<file path="config.mk">
export PLATFORM = sky130hd
export DESIGN_NAME = decode_stage
export DESIGN_NICKNAME = d
export VERILOG_FILES = /design/src/rtl/decode_stage.sv
export SDC_FILE = /design/constraint.sdc
export NUM_CORES = 1
export LEC_CHECK = 0
export ABC_AREA = 1
export CAP_MARGIN = 20
export CORE_AREA = 2 2 143 145
export CTS_BUF_LIST = sky130_fd_sc_hd__clkbuf_4
export DETAILED_ROUTE_END_ITERATION = 12
export DIE_AREA = 0 0 145 147
export PLACE_DENSITY_LB_ADDON = 0.12
export SLEW_MARGIN = 15
export SYNTH_ARGS = -nofsm -noshare
export SYNTH_HDL_FRONTEND = slang
export SYNTH_SLANG_ARGS = --single-unit
</file>
<file path="constraint.sdc">
create_clock -name clk -period 2 [get_ports clk]
set_clock_uncertainty 0.1 [all_clocks]
set_input_delay 0.3 -clock clk [delete_from_list [all_inputs] [get_ports clk]]
set_output_delay 0.3 -clock clk [all_outputs]
set_load 0.1 [all_outputs]
</file>
<file path="src/rtl/decode_stage.sv">
// decode_stage: RV32I instruction decode, load-use/WB hazard bubbles, ID/EX pipeline register.
// Latency: an instruction accepted on edge N is presented on ex_* after edge N (one cycle).
// Backpressure: if_ready drops on ex_stall or a hazard; ex_stall holds ID/EX; flush kills IF/ID and ID/EX.
//
// Ports:
//   clk, reset              rising-edge clock, synchronous active-high reset (clears ID/EX)
//   if_valid/if_instr/if_pc IF/ID contents; if_ready accepts the instruction this cycle
//   rf_addrA/B, rf_dataA/B  register file read port (addresses combinational from if_instr)
//   wb_reg_write/addrD/dataD writeback bus shared with the register file
//   ex_stall, flush         EX backpressure and taken-branch kill
//   ex_*                    ID/EX payload, register indices and control bits
//
// Build option: DECODE_WB_BYPASS_EN
//   defined   -> writeback data is muxed into the read path (no stall on a WB match)
//   undefined -> no mux; a WB match on a used source costs one bubble, then the
//                committed register file value is read

module decode_stage #(
  parameter int XLEN = 32
) (
  input  logic            clk,
  input  logic            reset,
  input  logic            if_valid,
  input  logic [31:0]     if_instr,
  input  logic [31:0]     if_pc,
  output logic            if_ready,
  output logic [4:0]      rf_addrA,
  output logic [4:0]      rf_addrB,
  input  logic [XLEN-1:0] rf_dataA,
  input  logic [XLEN-1:0] rf_dataB,
  input  logic            wb_reg_write,
  input  logic [4:0]      wb_addrD,
  input  logic [XLEN-1:0] wb_dataD,
  input  logic            ex_stall,
  input  logic            flush,
  output logic            ex_valid,
  output logic [31:0]     ex_pc,
  output logic [XLEN-1:0] ex_rs1_data,
  output logic [XLEN-1:0] ex_rs2_data,
  output logic [31:0]     ex_imm,
  output logic [4:0]      ex_rs1,
  output logic [4:0]      ex_rs2,
  output logic [4:0]      ex_rd,
  output logic [6:0]      ex_opcode,
  output logic [2:0]      ex_funct3,
  output logic            ex_funct7b5,
  output logic            ex_reg_write,
  output logic            ex_mem_read,
  output logic            ex_mem_write,
  output logic            ex_illegal
);

  localparam logic [6:0] OPC_OP     = 7'b0110011;
  localparam logic [6:0] OPC_OPIMM  = 7'b0010011;
  localparam logic [6:0] OPC_LOAD   = 7'b0000011;
  localparam logic [6:0] OPC_STORE  = 7'b0100011;
  localparam logic [6:0] OPC_BRANCH = 7'b1100011;
  localparam logic [6:0] OPC_LUI    = 7'b0110111;
  localparam logic [6:0] OPC_AUIPC  = 7'b0010111;
  localparam logic [6:0] OPC_JAL    = 7'b1101111;
  localparam logic [6:0] OPC_JALR   = 7'b1100111;

  typedef struct packed {
    logic            valid;
    logic [31:0]     pc;
    logic [XLEN-1:0] rs1_data;
    logic [XLEN-1:0] rs2_data;
    logic [31:0]     imm;
    logic [4:0]      rs1;
    logic [4:0]      rs2;
    logic [4:0]      rd;
    logic [6:0]      opcode;
    logic [2:0]      funct3;
    logic            funct7b5;
    logic            reg_write;
    logic            mem_read;
    logic            mem_write;
    logic            illegal;
  } idex_t;

  idex_t idex_q, idex_d, dec;

  logic [6:0]      opc;
  logic [4:0]      rs1, rs2, rd;
  logic            use_rs1, use_rs2;
  logic [XLEN-1:0] rs1_data, rs2_data;
  logic            lu, wb_hz, hazard;

  assign opc      = if_instr[6:0];
  assign rd       = if_instr[11:7];
  assign rs1      = if_instr[19:15];
  assign rs2      = if_instr[24:20];
  assign rf_addrA = rs1;
  assign rf_addrB = rs2;

  // Field decode: immediate format, source usage and control bits.
  always_comb begin
    dec          = '0;
    dec.valid    = 1'b1;
    dec.pc       = if_pc;
    dec.rs1      = rs1;
    dec.rs2      = rs2;
    dec.rd       = rd;
    dec.opcode   = opc;
    dec.funct3   = if_instr[14:12];
    dec.funct7b5 = if_instr[30];
    use_rs1      = 1'b1;
    use_rs2      = 1'b0;
    case (opc)
      OPC_OP: begin
        use_rs2       = 1'b1;
        dec.reg_write = 1'b1;
      end
      OPC_OPIMM, OPC_JALR: begin
        dec.imm       = {{20{if_instr[31]}}, if_instr[31:20]};
        dec.reg_write = 1'b1;
      end
      OPC_LOAD: begin
        dec.imm       = {{20{if_instr[31]}}, if_instr[31:20]};
        dec.reg_write = 1'b1;
        dec.mem_read  = 1'b1;
      end
      OPC_STORE: begin
        dec.imm       = {{20{if_instr[31]}}, if_instr[31:25], if_instr[11:7]};
        use_rs2       = 1'b1;
        dec.mem_write = 1'b1;
      end
      OPC_BRANCH: begin
        dec.imm = {{19{if_instr[31]}}, if_instr[31], if_instr[7],
                   if_instr[30:25], if_instr[11:8], 1'b0};
        use_rs2 = 1'b1;
      end
      OPC_LUI, OPC_AUIPC: begin
        dec.imm       = {if_instr[31:12], 12'b0};
        use_rs1       = 1'b0;
        dec.reg_write = 1'b1;
      end
      OPC_JAL: begin
        dec.imm = {{11{if_instr[31]}}, if_instr[31], if_instr[19:12],
                   if_instr[20], if_instr[30:21], 1'b0};
        use_rs1       = 1'b0;
        dec.reg_write = 1'b1;
      end
      default: dec.illegal = 1'b1;
    endcase
    // Writes to x0 are architecturally discarded; never advertise them to EX.
    if (rd == 5'd0) dec.reg_write = 1'b0;
    dec.rs1_data = rs1_data;
    dec.rs2_data = rs2_data;
  end

`ifdef DECODE_WB_BYPASS_EN
  // A non-zero rs that equals wb_addrD already implies wb_addrD != 0.
  assign rs1_data = (rs1 == 5'd0) ? '0 :
                    (wb_reg_write && (wb_addrD == rs1)) ? wb_dataD : rf_dataA;
  assign rs2_data = (rs2 == 5'd0) ? '0 :
                    (wb_reg_write && (wb_addrD == rs2)) ? wb_dataD : rf_dataB;
  assign wb_hz    = 1'b0;
`else
  logic unused_wb_data;
  assign unused_wb_data = ^wb_dataD;
  assign rs1_data = (rs1 == 5'd0) ? '0 : rf_dataA;
  assign rs2_data = (rs2 == 5'd0) ? '0 : rf_dataB;
  // Without the bypass the same-cycle write is not yet visible; wait one cycle.
  assign wb_hz    = if_valid && wb_reg_write && (wb_addrD != 5'd0) &&
                    ((use_rs1 && (wb_addrD == rs1)) || (use_rs2 && (wb_addrD == rs2)));
`endif

  assign lu = if_valid && idex_q.valid && idex_q.mem_read && (idex_q.rd != 5'd0) &&
              ((use_rs1 && (idex_q.rd == rs1)) || (use_rs2 && (idex_q.rd == rs2)));

  assign hazard   = lu || wb_hz;
  assign if_ready = !ex_stall && !hazard;

  // ID/EX next state. Control bits are cleared with valid so an invalid slot
  // can never be mistaken for a register write or memory access downstream.
  always_comb begin
    idex_d = idex_q;
    if (flush || (!ex_stall && (hazard || !if_valid))) begin
      idex_d.valid     = 1'b0;
      idex_d.reg_write = 1'b0;
      idex_d.mem_read  = 1'b0;
      idex_d.mem_write = 1'b0;
      idex_d.illegal   = 1'b0;
    end else if (!ex_stall) begin
      idex_d = dec;
    end
  end

  always_ff @(posedge clk) begin
    if (reset) idex_q <= '0;
    else       idex_q <= idex_d;
  end

  assign ex_valid     = idex_q.valid;
  assign ex_pc        = idex_q.pc;
  assign ex_rs1_data  = idex_q.rs1_data;
  assign ex_rs2_data  = idex_q.rs2_data;
  assign ex_imm       = idex_q.imm;
  assign ex_rs1       = idex_q.rs1;
  assign ex_rs2       = idex_q.rs2;
  assign ex_rd        = idex_q.rd;
  assign ex_opcode    = idex_q.opcode;
  assign ex_funct3    = idex_q.funct3;
  assign ex_funct7b5  = idex_q.funct7b5;
  assign ex_reg_write = idex_q.reg_write;
  assign ex_mem_read  = idex_q.mem_read;
  assign ex_mem_write = idex_q.mem_write;
  assign ex_illegal   = idex_q.illegal;

endmodule

</file>
Word level (Yosys, flattened, before mapping)
Cells that the tools add are included.
Word-level totals
  flip-flop bits (word level): 159
  bits in latches: 0
  bits in writable memories: 0
  ROM bits: 0
  memories kept: 0
Cells by class
  add/subtract/negate cells: 0
  multipliers: 0
  div/mod/pow operators: 0
  magnitude comparators: 0
  equality and inequality tests: 13
  shift-type cells: 0
  muxes and demuxes: 10
  bitwise gates (word level): 2
  reductions and logical operators: 34
Operators by type and width (number)
  case mux 32 bit (5 select lines): 1
  2-to-1 mux 32 bit: 2
  == test 7 x 6 -> 1 bit (second input constant): 3
  == test 7 bit (second input constant): 3
  == test 5 bit: 4
  logical NOT 5 bit: 3
  == test 7 x 5 -> 1 bit (second input constant): 2
  logical AND 1 bit: 13
  nonzero test 5 bit: 2
  OR reduction 3 bit: 3
  OR reduction 9 bit: 1
  == test 7 x 2 -> 1 bit (second input constant): 1
  2-to-1 mux 1 bit: 7
  OR reduction 7 bit: 1
  logical OR 1 bit: 5
  OR reduction 2 bit: 2
  logical NOT 1 bit: 3
  inverter 1 bit: 2
  AND reduction 2 bit: 1

Logic depth before layout (Yosys ltp)
  word-level depth: 12
  mapped depth: 16
  mapped depth without buffers: 14

Worst setup path after synthesis
Ideal clock, no wire load.
  path kind: reg-to-output
  from: register idex_q (netlist bit ex_rd[1])
  to: output if_ready
  data arrival time: 2906 ps
  data required time: 1600 ps
  slack: -1306 ps
  cell stages (with the launch flop): 11
  buffers on the path: 0
  cell sequence: dfxtp_1 > inv_1 > nand2_1 > nand2_1 > nand3_1 > nor2_1 > nand3_1 > nand2_1 > nand2_1 > nand2_2 > nor2_1
On the way
  cells in the longest elaborated chain, start to end: 7
  elaborated cells on any way between the ends: 11
Ends and longest elaborated chain
  from (decl): RTL line 81  | idex_t idex_q, idex_d, dec;
  from (signal assigned): RTL line 192  | else idex_q <= idex_d;
  == test 5 bit: RTL line 170  | ((use_rs1 && (idex_q.rd == rs1)) || (use_rs2 && (idex_q.rd == rs2)));
  logical AND 1 bit: RTL line 170
  logical OR 1 bit: RTL line 170
  logical AND 1 bit (*): RTL line 169  | assign lu = if_valid && idex_q.valid && idex_q.mem_read && (idex_q.rd != 5'd0) &&
  logical OR 1 bit (*): RTL line 172  | assign hazard = lu || wb_hz;
  logical NOT 1 bit (*): RTL line 173  | assign if_ready = !ex_stall && !hazard;
  logical AND 1 bit (*): RTL line 173
  to (decl): RTL line 26  | output logic if_ready,
Mark *: on every way between the ends. The rest lies on a longest branch, timed or not.

Final worst setup path
  from: register idex_q (netlist bit ex_rd[4])
  to: output if_ready
The elaborated chain is that of the path after synthesis.

==> impl_metrics.py <==
metrics = {
    "die": {
        "start_util_pct": 39.5,
        "die_h_um": 147,
        "ios": 341,
        "core_area_um2": 19800,
        "floorplan.rows": 52,
        "die_area_um2": 21300,
        "die_x_um": 145,
    },
    "critical_path": {
        "cp_max_fo": 6,
        "crit_slowest_cell": "dfxtp_4",
        "critPathLaunchType": "register",
        "reg2reg_from": "ex_rd[4]",
        "reg2reg_to": "ex_rs2_data[30]",
        "r2r_slack_ps": -200,
        "ff2ff_path_depth": 15,
        "critical_path_buf_inv_count": 3,
        "cp_common_cell": "nand2_2",
        "critPathMaxStageDelay_ps": 400,
        "required_ps": 1600,
        "worstPathArrival_ps": 1960,
        "critical-path-top-delay-family": "simple AND/OR/NAND/NOR gates",
        "cp-end-kind": "primary output",
        "cp_cell_sequence": "nor3_2 -> nand3_1 -> nand4_1 -> inv_1 -> nand2_2 -> nand2_2 -> buf_6 -> nor2_4 -> buf_12",
        "worstSetupPathType": "reg2out",
    },
    "worst_hold_path": {
        "hp-class": "in2reg",
        "whs_endpoint": "ex_opcode[3]",
        "min_from": "if_instr[3]",
        "whs_path_depth": 5,
    },
    "placement": {
        "dp_hpwl_um": 19300,
        "port_buffers": 308,
        "dp.cells": 1752,
        "place_area_um2": 11500,
        "gp_congestion": 0.945,
    },
    "timing": {
        "hold_viol_final": 0,
        "tightest_slew_ps": 346,
        "setup_ws_ps": -358,
        "setup_viol": 155,
        "timing.final.crit_share_pct": 118,
        "fin_crit_ps": 2360,
        "finalMaxSlewViolations": 0,
        "rsz0062_at_grt": "true",
        "max-slew-margin-rel_pct": 76.9,
        "fmax_ghz": 0.424,
    },
    "drt": {
        "drc_errors": 0,
        "detail_route.vias_per_cell": 4.97,
        "first_iter_violations": 461,
        "routedWlPerCell_um": 15.7,
        "dr.pass1.iters": 5,
        "final_antenna_net_count": 0,
        "finalWirelength_um": 28500,
        "dr_total_vias": 9036,
    },
    "synthesis": {
        "post_synth_inst_count": 1186,
        "syn_nets": 1357,
        "synth_edf_count": 0,
        "yosys.area.top_type": "dfxtp_1",
        "yosysUniqueCellTypes": 30,
        "yosysWarnings": 0,
        "syn_avg_cell_area_um2": 6.61,
        "synthTopCellsByArea": "dfxtp_1 (41%), nor2_1 (16%), nand2_1 (13%)",
        "synth-seq-cells": 159,
        "synthArstFlopShare_pct": 0,
        "netlist_area_um2": 7840,
        "seq_area_frac_synth_pct": 40.6,
        "synth.top_cell.area_share_pct": 40.6,
        "synth-main-ff-cell": "dfxtp_1",
    },
    "global_routing": {
        "overflow": 0,
        "grt_pass1_wl_um": 41900,
        "antenna_found_initial": 3,
        "track_usage_pct": 24.3,
        "grt_max_degree": 70,
        "grt_pass1_vias": 8065,
    },
    "layout": {
        "finalInstanceArea_um2": 12500,
        "fin_cells": 1818,
        "drive_above_1_share_pct": 23.4,
        "seq_area_um2": 3200,
        "mostFrequentLayoutCells": "nor2_1 (332), nand2_1 (265), buf_4 (222)",
        "fin_nets": 1703,
        "nFillCells": 1874,
        "multi_input_area_um2": 3830,
        "syn2layout_area_growth_pct": 59.2,
        "final_common_cell": "nor2_1",
    },
    "clock_tree": {
        "cts_buffers": 17,
        "clk_pin_slew_ps": 150,
        "cts.path.max_buffers": 2,
        "cts_root_buf": "clkbuf_4",
        "cts_tree": "done",
        "postCtsHoldBufs": 0,
        "insertion_delay_ps": 580,
        "htreeDepth": 4,
        "cts_sinks": 159,
    },
    "status": {
        "violations": "setup timing",
        "status": "complete, but fails checks",
    },
    "power_and_ir_drop": {
        "p_total_mw": 8.45,
        "total_leakage_power_nw": 6.00,
        "irDropWorstVdd_mv": 0.372,
        "powerDensity_nw_per_um2": 678,
    },
    "run": {
        "maxCapViolCount": 0,
    },
}
flip-flops by register name (all words and copies together), names as in the netlist:
register	count
ex_imm	32
ex_pc	32
ex_rs1_data	32
ex_rs2_data	32
ex_opcode	7
ex_rd	5
ex_rs1	5
ex_rs2	5
ex_funct3	3
ex_funct7b5	1
ex_illegal	1
ex_mem_read	1
ex_mem_write	1
ex_reg_write	1
ex_valid	1
Yosys cell counts, types with 6 or more instances:
cell type and n:
clkbuf_1 29, buf_8 7, inv_1 76, buf_4 12
o21ai_0 11, a21oi_1 11, dfxtp_1 159, nand4_1 156
nand2_1 268, buf_6 6, nand3_1 20, buf_2 18
buf_1 31, nor3_1 7, o211ai_1 8, nor2_1 335
layer usage:
layer | GRT usage (%) | share of wire, % | wire, um
met2 | 39.5 | 46 | 13100
met1 | 30.5 | 43 | 12300
met4 | 8.27 | 2.3 | 647
met3 | 7.67 | 8.4 | 2390
met5 | 0 | 0 | 0
power by group:
group / switching (mW) / internal, mW / leakage [nW]
clock: 1.33 / 0.679 / 0.154
combinational: 2.03 / 0.988 / 4.54
sequential: 0.0949 / 3.33 / 1.30
kinds of logic (layout without fill, tap and decap cells):
| group | Yosys count | count (layout) | share of synthesized area [%] |
|---|---|---|---|
| buffers and inverters | 183 | 542 | 11.2 |
| DFF | 159 | 159 | 40.6 |
| AOI/OAI and AO/OA | 39 | 39 | 3.07 |
| other | 0 | 3 | 0 |
| and+or+nand+nor | 799 | 799 | 44.4 |
| xor gates and xnor gates | 6 | 6 | 0.671 |
metrics by stage:
step                hold slack, ps  utilization (%)  worst slack [ps]  setup TNS [ps]
floorplan                      340                -              14.6               0
global placement               364             58.0              -499          -71430
detailed placement             372             58.0              -551          -79140
CTS                            116             59.7              -364          -31760
global route                   174             62.8              -454          -40920
finish                         155             62.8              -358          -24150
area by class of cell:
class | instances | area share (%)
clock inverter | 14 | 1.17
antenna | 3 | 0.0602
tap | 270 | 2.71
timing repair buffer | 430 | 36.1
multi-input combinational | 844 | 30.7
inverter | 80 | 2.47
clock buffer | 18 | 1.08
sequential | 159 | 25.7
worst register-to-register path: cells and delay by family, from the launching register on:
family                 cells  cell delay, ps
flip-flops                 1             400
buffers and inverters      6             760
AND/OR/NAND/NOR            9             860
worst max path at each step:
stage	from	to	slack, ps	cells after the start
floorplan	if_instr[1]	if_ready	10	10
global placement	if_instr[1]	ex_pc[10]	-500	16
detailed placement	if_instr[0]	ex_rs1_data[4]	-550	15
CTS	ex_rd[2]	if_ready	-360	9
global route	ex_rd[4]	if_ready	-450	9
finish	ex_rd[4]	if_ready	-360	9
timing repair:
action | in CTS | in global routing
hold endpoints to repair | 0 | 0
pin swaps | 7 | 27
buffers inserted | 7 | 4
resized for setup | 8 | 24
endpoints found under the setup margin | 1 | 155
gates cloned | 0 | 23
Note: power is estimated with default switching activity, not from simulation.
